--- src/rtl/axil_irq_timer_pkg.sv ---
// -----------------------------------------------------------------------------
// axil_timer_pkg
// Shared definitions for the AXI4-Lite interrupt timer:
//   - register byte offsets inside the 64 B window
//   - CTRL / STATUS bit positions
//   - default ID register value
//   - ctrl_t layout of the CTRL register
//   - handshake FSM state enums
//   - byte-strobe merge helper
// Optional feature macro used by the design: AXIL_TIMER_PRESCALE_EN
// -----------------------------------------------------------------------------
package axil_timer_pkg;

  localparam logic [7:0] CTRL_OFF     = 8'h00;
  localparam logic [7:0] STATUS_OFF   = 8'h04;
  localparam logic [7:0] COUNT_OFF    = 8'h08;
  localparam logic [7:0] COMPARE_OFF  = 8'h0C;
  localparam logic [7:0] PRESCALE_OFF = 8'h10;
  localparam logic [7:0] ID_OFF       = 8'h14;

  localparam int CTRL_ENABLE_BIT      = 0;
  localparam int CTRL_AUTO_RELOAD_BIT = 1;
  localparam int CTRL_IRQ_EN_BIT      = 2;
  localparam int CTRL_CLR_BIT         = 3;
  localparam int STATUS_MATCH_BIT     = 0;

  localparam logic [31:0] ID_DEFAULT = 32'h504D_5401;
  localparam logic [1:0]  RESP_OKAY  = 2'b00;

  // Bit 3 down to bit 0 of CTRL; clr is a write pulse and is never stored as 1
  typedef struct packed {
    logic clr;
    logic irq_en;
    logic auto_reload;
    logic enable;
  } ctrl_t;

  typedef enum logic {W_IDLE, W_RESP} wr_state_t;
  typedef enum logic {R_IDLE, R_DATA} rd_state_t;

  // Replace only the bytes whose strobe bit is set
  function automatic logic [31:0] apply_wstrb(input logic [31:0] old_val,
                                              input logic [31:0] new_val,
                                              input logic [3:0]  strb);
    logic [31:0] merged;
    merged = old_val;
    for (int i = 0; i < 4; i++) begin
      if (strb[i]) merged[8*i +: 8] = new_val[8*i +: 8];
    end
    return merged;
  endfunction

endpackage

--- src/rtl/axil_irq_timer_if.sv ---
// -----------------------------------------------------------------------------
// axil_irq_timer_if
// AXI4-Lite bus bundle for the interrupt timer.
//   AW: awaddr[ADDR_W], awvalid, awready
//   W : wdata[32], wstrb[4], wvalid, wready
//   B : bresp[2], bvalid, bready
//   AR: araddr[ADDR_W], arvalid, arready
//   R : rdata[32], rresp[2], rvalid, rready
// Modports: master (PS side) and slave (timer side).
// -----------------------------------------------------------------------------
interface axil_irq_timer_if #(
  parameter int ADDR_W = 6
) ();

  logic [ADDR_W-1:0] awaddr;
  logic              awvalid;
  logic              awready;
  logic [31:0]       wdata;
  logic [3:0]        wstrb;
  logic              wvalid;
  logic              wready;
  logic [1:0]        bresp;
  logic              bvalid;
  logic              bready;
  logic [ADDR_W-1:0] araddr;
  logic              arvalid;
  logic              arready;
  logic [31:0]       rdata;
  logic [1:0]        rresp;
  logic              rvalid;
  logic              rready;

  modport master (
    output awaddr, awvalid, wdata, wstrb, wvalid, bready, araddr, arvalid, rready,
    input  awready, wready, bresp, bvalid, arready, rdata, rresp, rvalid
  );

  modport slave (
    input  awaddr, awvalid, wdata, wstrb, wvalid, bready, araddr, arvalid, rready,
    output awready, wready, bresp, bvalid, arready, rdata, rresp, rvalid
  );

endinterface

--- src/rtl/axil_irq_timer_tick_gen.sv ---
// -----------------------------------------------------------------------------
// tick_gen
// Prescale divider for the interrupt timer; only built with AXIL_TIMER_PRESCALE_EN.
//   clk      in   timer clock
//   rst_n    in   asynchronous active-low reset
//   enable   in   CTRL.enable; divider is held at 0 while low
//   clr      in   CTRL.clr write pulse; restarts the divider
//   prescale in   16-bit divide value, tick every prescale+1 cycles
//   tick     out  one-cycle advance strobe for the counter
// -----------------------------------------------------------------------------
`ifdef AXIL_TIMER_PRESCALE_EN
module tick_gen (
  input  logic        clk,
  input  logic        rst_n,
  input  logic        enable,
  input  logic        clr,
  input  logic [15:0] prescale,
  output logic        tick
);

  logic [15:0] div;

  assign tick = enable && (div == prescale);

  // Divider restarts whenever the timer is stopped or cleared so the first
  // tick after enabling always lands a full prescale period later
  always_ff @(posedge clk or negedge rst_n) begin
    if (!rst_n) begin
      div <= '0;
    end else if (!enable || clr || tick) begin
      div <= '0;
    end else begin
      div <= div + 16'd1;
    end
  end

endmodule
`endif

--- src/rtl/axil_irq_timer.sv ---
// -----------------------------------------------------------------------------
// axil_irq_timer
// AXI4-Lite slave timer: 32-bit up-counter with compare match, one-shot or
// auto-reload operation and a registered level interrupt.
//   axi_aclk     in   clock, all logic on rising edge
//   axi_aresetn  in   asynchronous active-low reset
//   s_axi        slave modport of axil_irq_timer_if (AW/W/B/AR/R channels)
//   irq          out  STATUS.match & CTRL.irq_en, registered
// Optional feature macro: AXIL_TIMER_PRESCALE_EN (PRESCALE register + divider)
// -----------------------------------------------------------------------------
module axil_irq_timer
  import axil_timer_pkg::*;
#(
  parameter int          ADDR_W   = 6,
  parameter logic [31:0] ID_VALUE = ID_DEFAULT
) (
  input  logic                axi_aclk,
  input  logic                axi_aresetn,
  axil_irq_timer_if.slave     s_axi,
  output logic                irq
);

  wr_state_t wr_state, wr_state_nxt;
  rd_state_t rd_state, rd_state_nxt;
  logic              wr_accept, rd_accept;
  logic [ADDR_W-1:0] wr_addr, rd_addr;
  logic [31:0]       rd_mux, rdata_q;

  ctrl_t       ctrl;
  logic        status_match;
  logic [31:0] count, compare, prescale_rd;
  logic        tick, tick_en, match_hit;
  logic        wr_ctrl, wr_status, wr_compare, clr_req, w1c_match;

  function automatic logic addr_hit(input logic [ADDR_W-1:0] a, input logic [7:0] off);
    return a == ADDR_W'(off);
  endfunction

  assign wr_addr = s_axi.awaddr;
  assign rd_addr = s_axi.araddr;

  always_ff @(posedge axi_aclk or negedge axi_aresetn) begin
    if (!axi_aresetn) begin
      wr_state <= W_IDLE;
      rd_state <= R_IDLE;
    end else begin
      wr_state <= wr_state_nxt;
      rd_state <= rd_state_nxt;
    end
  end

  // Address and data are taken together, and only while no response is pending
  always_comb begin
    wr_state_nxt = wr_state;
    wr_accept    = 1'b0;
    case (wr_state)
      W_IDLE: if (s_axi.awvalid && s_axi.wvalid) begin
        wr_accept    = 1'b1;
        wr_state_nxt = W_RESP;
      end
      W_RESP: if (s_axi.bready) wr_state_nxt = W_IDLE;
      default: wr_state_nxt = W_IDLE;
    endcase
  end

  always_comb begin
    rd_state_nxt = rd_state;
    rd_accept    = 1'b0;
    case (rd_state)
      R_IDLE: if (s_axi.arvalid) begin
        rd_accept    = 1'b1;
        rd_state_nxt = R_DATA;
      end
      R_DATA: if (s_axi.rready) rd_state_nxt = R_IDLE;
      default: rd_state_nxt = R_IDLE;
    endcase
  end

  assign s_axi.awready = wr_accept;
  assign s_axi.wready  = wr_accept;
  assign s_axi.bvalid  = (wr_state == W_RESP);
  assign s_axi.bresp   = RESP_OKAY;
  assign s_axi.arready = rd_accept;
  assign s_axi.rvalid  = (rd_state == R_DATA);
  assign s_axi.rresp   = RESP_OKAY;
  assign s_axi.rdata   = rdata_q;

  assign wr_ctrl    = wr_accept && addr_hit(wr_addr, CTRL_OFF) && s_axi.wstrb[0];
  assign wr_status  = wr_accept && addr_hit(wr_addr, STATUS_OFF) && s_axi.wstrb[0];
  assign wr_compare = wr_accept && addr_hit(wr_addr, COMPARE_OFF);
  assign clr_req    = wr_ctrl && s_axi.wdata[CTRL_CLR_BIT];
  assign w1c_match  = wr_status && s_axi.wdata[STATUS_MATCH_BIT];

`ifdef AXIL_TIMER_PRESCALE_EN
  logic [15:0] prescale;
  logic        wr_prescale;

  assign wr_prescale = wr_accept && addr_hit(wr_addr, PRESCALE_OFF);
  assign prescale_rd = {16'b0, prescale};

  always_ff @(posedge axi_aclk or negedge axi_aresetn) begin
    if (!axi_aresetn) begin
      prescale <= '0;
    end else if (wr_prescale) begin
      if (s_axi.wstrb[0]) prescale[7:0]  <= s_axi.wdata[7:0];
      if (s_axi.wstrb[1]) prescale[15:8] <= s_axi.wdata[15:8];
    end
  end

  tick_gen u_tick_gen (
    .clk      (axi_aclk),
    .rst_n    (axi_aresetn),
    .enable   (ctrl.enable),
    .clr      (clr_req),
    .prescale (prescale),
    .tick     (tick)
  );
`else
  assign tick        = 1'b1;
  assign prescale_rd = '0;
`endif

  assign tick_en   = ctrl.enable && tick;
  assign match_hit = tick_en && (count == compare);

  always_comb begin
    rd_mux = '0;
    if (addr_hit(rd_addr, CTRL_OFF))          rd_mux = {28'b0, ctrl};
    else if (addr_hit(rd_addr, STATUS_OFF))   rd_mux = {31'b0, status_match};
    else if (addr_hit(rd_addr, COUNT_OFF))    rd_mux = count;
    else if (addr_hit(rd_addr, COMPARE_OFF))  rd_mux = compare;
    else if (addr_hit(rd_addr, PRESCALE_OFF)) rd_mux = prescale_rd;
    else if (addr_hit(rd_addr, ID_OFF))       rd_mux = ID_VALUE;
  end

  always_ff @(posedge axi_aclk or negedge axi_aresetn) begin
    if (!axi_aresetn) begin
      rdata_q <= '0;
    end else if (rd_accept) begin
      rdata_q <= rd_mux;
    end
  end

  // Counter and registers. clr beats increment/reload, a hardware match beats
  // a same-cycle W1C, and a one-shot match clears enable even if software
  // writes CTRL in that same cycle.
  always_ff @(posedge axi_aclk or negedge axi_aresetn) begin
    if (!axi_aresetn) begin
      ctrl         <= '0;
      status_match <= 1'b0;
      count        <= '0;
      compare      <= '0;
      irq          <= 1'b0;
    end else begin
      if (wr_ctrl) begin
        ctrl.enable      <= s_axi.wdata[CTRL_ENABLE_BIT];
        ctrl.auto_reload <= s_axi.wdata[CTRL_AUTO_RELOAD_BIT];
        ctrl.irq_en      <= s_axi.wdata[CTRL_IRQ_EN_BIT];
      end
      ctrl.clr <= 1'b0;
      if (match_hit && !ctrl.auto_reload) ctrl.enable <= 1'b0;

      if (wr_compare) compare <= apply_wstrb(compare, s_axi.wdata, s_axi.wstrb);

      if (clr_req)        count <= '0;
      else if (match_hit) count <= ctrl.auto_reload ? '0 : count;
      else if (tick_en)   count <= count + 32'd1;

      if (match_hit)      status_match <= 1'b1;
      else if (w1c_match) status_match <= 1'b0;

      irq <= status_match && ctrl.irq_en;
    end
  end

endmodule

--- src/flat_wrapper.sv ---
// flat-port wrapper written by rule: the top's interface ports become plain ports
module axil_irq_timer_flat import axil_timer_pkg::*;
#(
  parameter int          ADDR_W   = 6,
  parameter logic [31:0] ID_VALUE = ID_DEFAULT
)
  (axi_aclk, axi_aresetn, irq, s_axi_awaddr, s_axi_awvalid, s_axi_wdata, s_axi_wstrb, s_axi_wvalid, s_axi_bready, s_axi_araddr, s_axi_arvalid, s_axi_rready, s_axi_awready, s_axi_wready, s_axi_bresp, s_axi_bvalid, s_axi_arready, s_axi_rdata, s_axi_rresp, s_axi_rvalid);
  axil_irq_timer_if #(.ADDR_W(ADDR_W)) s_axi_i ();
  input  logic axi_aclk;
  input  logic axi_aresetn;
  output logic irq;
  input wire logic [$bits(s_axi_i.awaddr)-1:0] s_axi_awaddr;
  input wire logic [$bits(s_axi_i.awvalid)-1:0] s_axi_awvalid;
  input wire logic [$bits(s_axi_i.wdata)-1:0] s_axi_wdata;
  input wire logic [$bits(s_axi_i.wstrb)-1:0] s_axi_wstrb;
  input wire logic [$bits(s_axi_i.wvalid)-1:0] s_axi_wvalid;
  input wire logic [$bits(s_axi_i.bready)-1:0] s_axi_bready;
  input wire logic [$bits(s_axi_i.araddr)-1:0] s_axi_araddr;
  input wire logic [$bits(s_axi_i.arvalid)-1:0] s_axi_arvalid;
  input wire logic [$bits(s_axi_i.rready)-1:0] s_axi_rready;
  output wire logic [$bits(s_axi_i.awready)-1:0] s_axi_awready;
  output wire logic [$bits(s_axi_i.wready)-1:0] s_axi_wready;
  output wire logic [$bits(s_axi_i.bresp)-1:0] s_axi_bresp;
  output wire logic [$bits(s_axi_i.bvalid)-1:0] s_axi_bvalid;
  output wire logic [$bits(s_axi_i.arready)-1:0] s_axi_arready;
  output wire logic [$bits(s_axi_i.rdata)-1:0] s_axi_rdata;
  output wire logic [$bits(s_axi_i.rresp)-1:0] s_axi_rresp;
  output wire logic [$bits(s_axi_i.rvalid)-1:0] s_axi_rvalid;
  assign s_axi_i.awaddr = s_axi_awaddr;
  assign s_axi_i.awvalid = s_axi_awvalid;
  assign s_axi_i.wdata = s_axi_wdata;
  assign s_axi_i.wstrb = s_axi_wstrb;
  assign s_axi_i.wvalid = s_axi_wvalid;
  assign s_axi_i.bready = s_axi_bready;
  assign s_axi_i.araddr = s_axi_araddr;
  assign s_axi_i.arvalid = s_axi_arvalid;
  assign s_axi_i.rready = s_axi_rready;
  assign s_axi_awready = s_axi_i.awready;
  assign s_axi_wready = s_axi_i.wready;
  assign s_axi_bresp = s_axi_i.bresp;
  assign s_axi_bvalid = s_axi_i.bvalid;
  assign s_axi_arready = s_axi_i.arready;
  assign s_axi_rdata = s_axi_i.rdata;
  assign s_axi_rresp = s_axi_i.rresp;
  assign s_axi_rvalid = s_axi_i.rvalid;
  axil_irq_timer #(.ADDR_W(ADDR_W), .ID_VALUE(ID_VALUE)) u_core (.axi_aclk(axi_aclk), .axi_aresetn(axi_aresetn), .s_axi(s_axi_i), .irq(irq));
endmodule
--- config.mk ---
export PLATFORM = sky130hd
export DESIGN_NAME = axil_irq_timer_flat
export DESIGN_NICKNAME = d
export VERILOG_FILES = /design/src/rtl/axil_irq_timer_pkg.sv /design/src/rtl/axil_irq_timer_if.sv /design/src/rtl/axil_irq_timer_tick_gen.sv /design/src/rtl/axil_irq_timer.sv /design/src/flat_wrapper.sv
export SDC_FILE = /design/constraint.sdc
export NUM_CORES = 1
export LEC_CHECK = 0
export ABC_AREA = 1
export CORE_MARGIN = 5
export CORE_UTILIZATION = 55
export CTS_CLUSTER_SIZE = 10
export DETAILED_ROUTE_END_ITERATION = 7
export PLACE_DENSITY = 0.81
export SKIP_CTS_REPAIR_TIMING = 1
export SLEW_MARGIN = 10
export SYNTH_ARGS = -nofsm -noshare
export SYNTH_HDL_FRONTEND = slang
export SYNTH_SLANG_ARGS = --single-unit
--- constraint.sdc ---
create_clock -name axi_aclk -period 1.9 [get_ports axi_aclk]
set_input_delay 0.38 -clock axi_aclk [delete_from_list [all_inputs] [get_ports axi_aclk]]
set_output_delay 0.38 -clock axi_aclk [all_outputs]
set_load 0.01 [all_outputs]
==> metrics <==
clock power share=31.4%; Clock Sinks=103; sequential element share of the synthesized area=39.95%; status=complete, but fails checks; PortBufs=92; Setup violations, final=14; vias in the first global route=6501; met3 track utilization from global routing=5.731%; routability congestion estimate=0.9975; antenna diode count=0; die boundary width=118.3 um; floorplan core area=11470 sq um; synthesized instance count=914; share of synthesized registers carrying an async set or reset=100.0%; synthesized flop and latch total=103; maximum number of pins on one net before global-route repair=60; synthesized area per cell=7.060 sq um; critical path fanouts, max=8; part of the total power dissipated in sequential elements=42.6%; IO Count=97; switching pwr=1.863 mW; Crit Reg-Reg Startpoint=u_core.count[2]; number of optimization iterations in the first detailed-route pass=5; Final Net Count=1164; CTS Root Buffer Type=clkbuf_16; Worst setup startpoint=u_core.count[2]; CP endpoint kind=register; overall power consumption=5.781 mW; maximum number of buffers from clock root to sink=2; count of maximum capacitance violations=0; Required @ worst endpoint=2150 ps; switching power as a share of total power=32.23%; first-pass GRT wire length=33030 um; die area=14000 sq um; drt wl/cell=17.69 um; area growth from synthesis to layout=38.86%; WL final=22220 um; P_leak=4.560 nW; site row count=39; number of flops mapped to enable cells by yosys=0; commonest cells in the netlist=nand2_1, dfrtp_1, inv_1, nor2_1, o21ai_0; number of clock buffers inserted by TritonCTS=9; share of layout cells above drive strength 1=22.19%; netlist area before placement=6452 sq um; internal power=3.918 mW; element type at the critical path start=register; Main synth FF type=dfrtp_1; maximum ir drop on the vdd rail=0.0008696 V; distinct cell type count of the synthesized netlist=38; routed via count=7109; Gate power share=26.0%; worst clock skew=11.75 ps; clock tree from TritonCTS=yes; Antenna Nets Post-Route=0; Area contributors post-synth=dfrtp_1, nand2_1, o21ai_0; DRC violation count after routing=0; GR met1 Demand/Resource=41.60%; overall routing resource usage=29.47%; setup repair after global routing missed its margin=yes; clock transition time at the flip-flop clock pins of the worst setup and hold paths=80 ps; final hold violations=0; fin worst setup slack=-42.54 ps; count of yosys warnings during synthesis=0; grt ovf=0; leading cell type by number of instances after synthesis=nand2_1; Iteration-0 DRC Markers=682; setup tns final=-292.8 ps; leading area contributor after synthesis=dfrtp_1; failing checks=setup timing; PwrDens=645.3 nW/um^2; height of the die=118.3 um; min-delay worst type=in -> async; initial antenna violation count=0; half-perimeter wire length after detailed placement=16220 um; Arr. time, crit path=2200 ps; peak clock frequency supported by timing=0.5148 GHz; proportion of netlist area held by the largest area contributor=39.95%; ratio of final minimum period to clock period=102.2%; most used routing layer in global routing=met2; number of levels the H-tree was split into=3; routed vias/inst=5.660; number of max-slew violations in the final report=0; Initial Util=56.27%; Clock Latency Late Sink=370 ps; time the worst path needs with I/O delays and setup=1943 ps; global routing met2 resource utilization=45.99%; Worst Path Class, Setup=reg -> reg
layout make-up:
| cell class | instances | area (sq um) |
|---|---|---|
| fillers | 827 | 2507 |
| multi-input cells | 676 | 3513 |
| well taps | 143 | 178.9 |
| inverters | 100 | 375.4 |
| clock inverters | 7 | 61.31 |
| clock buffers | 9 | 225.2 |
| repair buffers | 218 | 2016 |
| flip-flops and latches | 103 | 2590 |
path summary, 6_finish.rpt:
path / to / slack (ps) / depth (start not counted)
max: u_core.count[0] / -40 / 13
min: u_core.count[22] / 410 / 2
max reg2reg: u_core.count[0] / -40 / 13
min reg2reg: u_core.s_axi.rdata[29] / 480 / 2
max in group asynchronous: u_core.count[4] / 800 / 3
min in group axi_aclk: u_core.s_axi.rdata[29] / 480 / 2
layout by cell type (no fill, tap or decap), types with 25 or more instances in the layout:
| cell type | instances |
|---|---|
| buf_4 | 112 |
| nand4_1 | 27 |
| dfrtp_1 | 93 |
| o21ai_0 | 80 |
| nor2_1 | 86 |
| mux2_2 | 25 |
| nand3_1 | 52 |
| inv_1 | 92 |
| clkdlybuf4s50_1 | 88 |
| nand2_1 | 274 |
metal layers:
metal | vias to the layer above | part of all wire (%)
met5 | - | 0
met4 | 0 | 3.4
met3 | 71 | 10
met2 | 407 | 46
met1 | 3326 | 41
li1 | 3305 | -
through the flow:
step / hold WS [ps] / area [sq um] / cells / util, % / setup WS, ps
floorplan: 84.41 / 6464 / 917 / - / 220.4
finish: 410.5 / 8960 / 1256 / 78.13 / -42.54
detailed placement: 256.6 / 8197 / 1219 / 71.48 / -290.7
global route: 446.3 / 8960 / 1256 / 78.13 / -166.7
global placement: 253.4 / 8197 / 1219 / 71.48 / -249.1
CTS: -130.9 / 8483 / 1235 / 73.98 / -255.8
power groups by stage:
stage,Sequential (mW),Combinational (mW),Clock (mW)
global route,2.47,1.63,1.92
global placement,2.47,1.28,0
floorplan,2.45,0.674,0
finish,2.46,1.51,1.82
CTS,2.44,1.29,1.82
detailed placement,2.48,1.29,0
critical path: stages, from the launching register on:
cell and delay [ps]:
dfrtp_2 490, inv_2 90, nand2_2 100, buf_6 110, nand2_2 50, nor2_1 80
nand2_1 60, nor2_1 120, nand3_2 180, o21bai_4 200, buf_12 150, nor2_4 70
nand2_1 80, nand2_1 50
registers in the layout, summed over array words and instances, names as in the netlist:
name / cells
u_core.compare: 32
u_core.count: 32
u_core.ctrl: 2
u_core.irq: 1
u_core.s_axi.bvalid: 1
u_core.s_axi.rdata: 32
u_core.s_axi.rvalid: 1
u_core.status_match: 1
u_core.tick_en: 1
cell families (layout without fill, tap and decap cells):
logic type | after synthesis | in the layout | share of synthesized area, %
AND/OR/NAND/NOR | 518 | 519 | 34.40
buffers and inverters | 139 | 334 | 9.462
AO/OA/AOI/OAI | 104 | 104 | 8.455
flip-flops | 103 | 103 | 39.95
multiplexers | 25 | 25 | 4.363
XOR/XNOR | 23 | 23 | 3.122
adder cells (fa/ha/maj) | 1 | 1 | 0.1939
other | 1 | 4 | 0.05812
Note: power is estimated with default switching activity, not from simulation.
